===== config.mk =====
export PLATFORM = sky130hd
export DESIGN_NAME = timer_display_scan
export DESIGN_NICKNAME = d
export VERILOG_FILES = /design/src/rtl/timer_disp_pkg.sv /design/src/rtl/bcd_to_7seg.sv /design/src/rtl/timer_display_scan.sv
export SDC_FILE = /design/constraint.sdc
export NUM_CORES = 1
export LEC_CHECK = 0
export CORE_MARGIN = 2
export CORE_UTILIZATION = 60
export CTS_CLUSTER_SIZE = 24
export DETAILED_ROUTE_END_ITERATION = 7
export PLACE_DENSITY = 0.87
export SYNTH_ARGS = -nofsm -noshare
export SYNTH_HDL_FRONTEND = slang
export SYNTH_SLANG_ARGS = --single-unit

===== constraint.sdc =====
create_clock -name clk -period 5.1 [get_ports clk]
set_input_delay 0.765 -clock clk [delete_from_list [all_inputs] [get_ports clk]]
set_output_delay 0.765 -clock clk [all_outputs]
set_load 0.1 [all_outputs]

===== src/rtl/timer_disp_pkg.sv =====
// Shared constants for the timer display path: seven-segment patterns
// (active-high, bit 0 = a ... bit 6 = g), digit index values and the
// one-hot anode mapping for each digit position.
package timer_disp_pkg;

  localparam logic [6:0] SEG_0    = 7'h3F;
  localparam logic [6:0] SEG_1    = 7'h06;
  localparam logic [6:0] SEG_2    = 7'h5B;
  localparam logic [6:0] SEG_3    = 7'h4F;
  localparam logic [6:0] SEG_4    = 7'h66;
  localparam logic [6:0] SEG_5    = 7'h6D;
  localparam logic [6:0] SEG_6    = 7'h7D;
  localparam logic [6:0] SEG_7    = 7'h07;
  localparam logic [6:0] SEG_8    = 7'h7F;
  localparam logic [6:0] SEG_9    = 7'h6F;
  localparam logic [6:0] SEG_DASH = 7'h40;
  localparam logic [6:0] SEG_OFF  = 7'h00;

  localparam logic [1:0] IDX_MIN = 2'd0;
  localparam logic [1:0] IDX_ST  = 2'd1;
  localparam logic [1:0] IDX_SO  = 2'd2;

  // Largest legal value for a plain decimal digit and for the seconds-tens digit.
  localparam logic [3:0] MAX_DEC       = 4'd9;
  localparam logic [3:0] MAX_SEC_TENS  = 4'd5;

  // Anode enable for a digit index: min on bit 2, st on bit 1, so on bit 0.
  function automatic logic [2:0] idx_onehot(input logic [1:0] idx);
    case (idx)
      IDX_MIN: idx_onehot = 3'b100;
      IDX_ST:  idx_onehot = 3'b010;
      default: idx_onehot = 3'b001;
    endcase
  endfunction

endpackage


===== src/rtl/bcd_to_7seg.sv =====
// Combinational BCD to seven-segment decoder. Values above max_digit
// (9 for ordinary digits, 5 for seconds-tens) show a dash so that a
// corrupt timer digit is visible rather than silently wrapped.
module bcd_to_7seg
  import timer_disp_pkg::*;
(
  input  logic [3:0] value,
  input  logic [3:0] max_digit,
  output logic [6:0] seg
);

  // Table lookup with the range check folded in ahead of it.
  always_comb begin
    seg = SEG_DASH;
    if (value <= max_digit) begin
      case (value)
        4'd0:    seg = SEG_0;
        4'd1:    seg = SEG_1;
        4'd2:    seg = SEG_2;
        4'd3:    seg = SEG_3;
        4'd4:    seg = SEG_4;
        4'd5:    seg = SEG_5;
        4'd6:    seg = SEG_6;
        4'd7:    seg = SEG_7;
        4'd8:    seg = SEG_8;
        4'd9:    seg = SEG_9;
        default: seg = SEG_DASH;
      endcase
    end
  end

endmodule


===== src/rtl/timer_display_scan.sv =====
// Three-digit multiplexed seven-segment driver for the countdown timer.
// A prescaler paces the digit scan; at each frame start the timer digits
// and zero flag are snapshotted so one frame never mixes two timer values.
// While the zero snapshot is high the whole display blinks with a
// half-period of BLINK_FRAMES frames. All outputs are registered and only
// move on the edge that ends a tick cycle.
module timer_display_scan
  import timer_disp_pkg::*;
#(
  parameter int SCAN_DIV     = 1000,
  parameter int BLINK_FRAMES = 50
) (
  input  logic       clk,
  input  logic       clear,
  input  logic [3:0] min,
  input  logic [3:0] st,
  input  logic [3:0] so,
  input  logic       zero,
  input  logic       blank_lead,
  output logic [2:0] an,
  output logic [6:0] seg,
  output logic       dp
);

  localparam int PCW = (SCAN_DIV > 1) ? $clog2(SCAN_DIV) : 1;
  localparam int FCW = (BLINK_FRAMES > 1) ? $clog2(BLINK_FRAMES) : 1;
  localparam logic [PCW-1:0] PC_LAST = PCW'(SCAN_DIV - 1);
  localparam logic [FCW-1:0] FC_LAST = FCW'(BLINK_FRAMES - 1);

  logic [PCW-1:0] pc;
  logic [1:0]     idx;
  logic [3:0]     snap_min, snap_st, snap_so;
  logic           snap_zero;
  logic [FCW-1:0] fc;
  logic           ph;

  logic           tick, frame_start;
  logic [1:0]     idx_nxt;
  logic [3:0]     cur_min, cur_st, cur_so;
  logic [FCW-1:0] fc_nxt;
  logic           ph_nxt;
  logic [3:0]     digit_val, digit_max;
  logic [6:0]     digit_seg;
  logic           blank_min;

  assign tick        = (pc == PC_LAST);
  assign frame_start = tick && (idx == IDX_SO);
  assign idx_nxt     = (idx == IDX_SO) ? IDX_MIN : idx + 2'd1;

  // At frame start the first digit must come from the value being captured
  // on this same edge, so bypass the snapshot registers then.
  assign cur_min = frame_start ? min : snap_min;
  assign cur_st  = frame_start ? st  : snap_st;
  assign cur_so  = frame_start ? so  : snap_so;

  // Blink bookkeeping per frame. The frame in which zero first appears is
  // counted as the first lit frame, so fc restarts at 0 with ph held at 1.
  always_comb begin
    fc_nxt = fc;
    ph_nxt = ph;
    if (frame_start) begin
      if (!zero || !snap_zero) begin
        fc_nxt = '0;
        ph_nxt = 1'b1;
      end else if (fc == FC_LAST) begin
        fc_nxt = '0;
        ph_nxt = ~ph;
      end else begin
        fc_nxt = fc + FCW'(1);
      end
    end
  end

  // Select the digit about to be shown and its legal range.
  always_comb begin
    digit_val = cur_so;
    digit_max = MAX_DEC;
    case (idx_nxt)
      IDX_MIN: begin digit_val = cur_min; digit_max = MAX_DEC;      end
      IDX_ST:  begin digit_val = cur_st;  digit_max = MAX_SEC_TENS; end
      default: begin digit_val = cur_so;  digit_max = MAX_DEC;      end
    endcase
  end

  assign blank_min = (idx_nxt == IDX_MIN) && blank_lead && (cur_min == 4'd0);

  bcd_to_7seg u_dec (
    .value     (digit_val),
    .max_digit (digit_max),
    .seg       (digit_seg)
  );

  // Prescaler and digit index; reset parks them one cycle before a frame start.
  always_ff @(posedge clk or posedge clear) begin
    if (clear) begin
      pc  <= PC_LAST;
      idx <= IDX_SO;
    end else if (tick) begin
      pc  <= '0;
      idx <= idx_nxt;
    end else begin
      pc  <= pc + PCW'(1);
    end
  end

  // Frame snapshot of the timer digits plus the blink counter and phase.
  always_ff @(posedge clk or posedge clear) begin
    if (clear) begin
      snap_min  <= '0;
      snap_st   <= '0;
      snap_so   <= '0;
      snap_zero <= 1'b0;
      fc        <= '0;
      ph        <= 1'b1;
    end else begin
      if (frame_start) begin
        snap_min  <= min;
        snap_st   <= st;
        snap_so   <= so;
        snap_zero <= zero;
      end
      fc <= fc_nxt;
      ph <= ph_nxt;
    end
  end

  // Output registers, updated once per digit slot.
  always_ff @(posedge clk or posedge clear) begin
    if (clear) begin
      an  <= 3'b000;
      seg <= SEG_OFF;
      dp  <= 1'b0;
    end else if (tick) begin
      an  <= ph_nxt ? idx_onehot(idx_nxt) : 3'b000;
      seg <= blank_min ? SEG_OFF : digit_seg;
      dp  <= (idx_nxt == IDX_MIN);
    end
  end

endmodule


==> summary.md <==
| Metric | Value |
|---|---|
| Status | `completed` |
| Bufs on Longest Clock Path | `2` |
| Fmax | `0.2914 GHz` |
| Worst Path Max Fanout | `6` |
| Routability cong. | `0.8428` |
| Remaining Overflow, GRT | `0` |
| Final setup fails | `0` |
| Ys async rst share | `1.000` |
| Synth Register Bits | `43` |
| Routed Wire Length | `4771 µm` |
| Post-route setup slack | `1.669 ns` |
| GR Util All Layers | `0.2520` |
| CP arrival | `3.62 ns` |
| Worst Tran Pin Value | `0.9762 ns` |
| Layout fillers | `270` |
| Clock sinks | `43` |
| Cell taking the most area after synthesis | `dfrtp_1` |
| Vias in the first global route | `1,872` |
| Worst-case reg-to-reg path depth | `14` |
| CTS buffer count | `5` |
| Yosys warning count | `0` |
| RSZ-0062 raised after global routing | `false` |
| Final HPWL DP | `3485 µm` |
| Setup tns final | `0 ns` |
| Die extent in x | `66.26 µm` |
| Distinct cells, synth | `51` |
| Pre-antenna DRT Iters | `4` |
| Post-CTS Setup Inserts | `0` |
| Area delta synth->final | `19.47%` |
| Overall power | `674.4 µW` |
| Post-route minimum period | `3.431 ns` |
| Main synth FF type | `dfrtp_1` |
| Worst path required time | `5.28 ns` |
| Inst Count DP | `314` |
| Max-cap violation count | `0` |
| Root Driver | `clkbuf_8` |
| PostCTS Resize Cnt | `0` |
| Diodes inserted | `0` |
| Pleak | `0.001138 µW` |
| Critical path endpoint | `seg[6]` |
| Critical path type | `flop to flop` |
| Core area | `0.003689 mm²` |
| Initial antenna violation count | `0` |
| Dpl ws | `1.695 ns` |
| Initial Utilization | `0.6306` |
| Fin. Hold Viols | `0` |
| Reg2reg setup slack | `1.67 ns` |
| First-pass GRT wire length | `8424 µm` |
| Ports | `27` |
| Via count | `1,887` |
| Syn nets | `269` |
| Dominant cells by area after synthesis | `dfrtp_1, dfstp_2, nand2_1` |
| Vias per cell | `5.860` |
| Routed Antenna Nets | `0` |
| Power Dens Cells | `242.7 mW/mm²` |
| H-tree depth | `2` |
| Peak supply drop | `0.1864 mV` |
| Reg-to-Reg Start | `pc[0]` |
| Worst slew margin | `0.3472` |
| Clock Latency Late Sink | `0.29 ns` |
| Net count, final | `298` |
| Largest net degree at the start of global routing | `44` |
| Final std cells w/o fill | `322` |
| Mean post-synth cell area | `9.533 µm²` |
| Post-Synthesis Cells | `244` |
| Hold crit path type | `flop to flop` |
| Hold_buf cts | `0` |
| Crit end category | `flop` |
| Clk_skew | `0.005474 ns` |
| Worst reg2reg endpoint | `seg[6]` |
| Sequential fraction of the synthesis area | `0.4680` |
| Die Ht | `66.26 µm` |
| DRC | `0` |
| Number of buffers added on ports | `26` |
| Initial DRC count | `126` |
| DR WL/cell | `14.82 µm` |
| Post-synth top area share | `0.3550` |
| Cell area after synthesis | `0.002326 mm²` |
| Share of cells above drive strength 1 | `0.1168` |
| Row Count | `22` |
| Clk slew on worst S/H paths | `0.08 ns` |
| CP Launch Type | `flop` |
| Post-synth EDFFs | `0` |
| Crit path from | `pc[0]` |
| Fin crit share | `0.6728` |
| CTS tree | `built` |
| Pins Over Slew Limit | `0` |
| Die Area | `0.004390 mm²` |
[synthesized netlist by cell type (all sizes together) (2+ instances only)]
cell / n
a211oi: 2
a21oi: 4
a22o: 7
a311oi: 2
a31oi: 2
and2: 2
buf: 3
clkbuf: 5
dfrtp: 33
dfstp: 10
ha: 9
inv: 12
mux2: 2
mux2i: 3
nand2: 55
nand2b: 3
nand3: 10
nand4b: 2
nor2: 15
nor2b: 3
nor3: 6
nor4: 2
o21a: 3
o21ai: 13
o21bai: 2
o22ai: 4
o31ai: 5
o41ai: 2
or2: 4
or3: 2
xnor2: 3
xor2: 3
[layout make-up]
type                    instances  area [µm²]  share of cell area
clock buffers                   5       68.82             0.02476
clock inverters                 3       67.56             0.02431
inverters                      12       45.04             0.01621
multi-input cells             181        1159              0.4169
flip-flops and latches         43        1089              0.3917
well taps                      48       60.06             0.02161
repair buffers                 30       290.3              0.1045
[worst max-delay path, stage by stage, from the launching register on]
cell,delay [ns]
dfstp_2,0.56
ha_1,0.25
and2_1,0.21
nand4_1,0.27
mux2i_1,0.41
inv_1,0.11
nand2_1,0.10
o21a_1,0.15
ha_1,0.19
inv_1,0.07
a21o_1,0.15
a21oi_1,0.14
a31oi_1,0.09
a2111o_1,0.42
a22o_1,0.20
[through the flow]
stage	hold slack, ns	utilization	cell area (µm²)
floorplan	0.4379	-	2326
global placement	0.4523	0.7164	2643
detailed placement	0.4642	0.7164	2643
CTS	0.4848	0.7534	2779
global route	0.5127	0.7534	2779
finish	0.4819	0.7534	2779
[registers in the layout (all words and copies together), names as in the netlist]
| name | count |
|---|---|
| dp | 1 |
| an | 3 |
| idx | 2 |
| snap_zero | 1 |
| snap_st | 4 |
| seg | 7 |
| pc | 10 |
| ph | 1 |
| fc | 6 |
| snap_so | 4 |
| snap_min | 4 |
[worst min-delay path by stage]
stage | startpoint | endpoint | slack, ns | cells past startpoint
finish | snap_so[2] | snap_so[2] | 0.48 | 2
global route | fc[5] | fc[5] | 0.51 | 1
CTS | snap_st[1] | snap_st[1] | 0.48 | 2
detailed placement | snap_st[1] | snap_st[1] | 0.46 | 2
global placement | snap_st[2] | snap_st[2] | 0.45 | 2
floorplan | snap_st[2] | snap_st[2] | 0.44 | 2
[layout by cell type, fill, tap and decap left out, types with 5 or more instances in the layout]
master / n
nand2_1: 54
dfrtp_1: 33
clkdlybuf4s50_1: 26
nor2_1: 15
inv_1: 12
o21ai_0: 11
dfstp_2: 10
nand3_1: 9
ha_1: 9
a22o_1: 7
o31ai_1: 5
nor3_1: 5
clkbuf_8: 5
[report_power, final]
group	switching (µW)	leakage [µW]	total, µW	internal [µW]
logic	10.1	0.000610	21.8	11.6
registers	0.108	0.000463	342	341
clock network	116	0.0000644	311	195
[kinds of logic (layout without fill, tap and decap cells)]
logic type                 count (synthesis)  after routing  synth area share
adders and majority gates                  9              9           0.04841
xor gates and xnor gates                   6              6           0.02260
AOI/OAI and AO/OA                         52             52            0.1646
and+or+nand+nor                          109            109            0.2399
buffers and inverters                     20             50           0.03389
muxes                                      5              5           0.02259
DFF                                       43             43            0.4680
[layer usage]
metal,track usage,share of wire,vias up
met1,0.3315,0.44,901
met4,0.08673,0.011,0
met2,0.4163,0.50,60
met5,0,0,-
li1,-,-,918
met3,0.04770,0.045,8
Power figures use the tool's default switching activity.
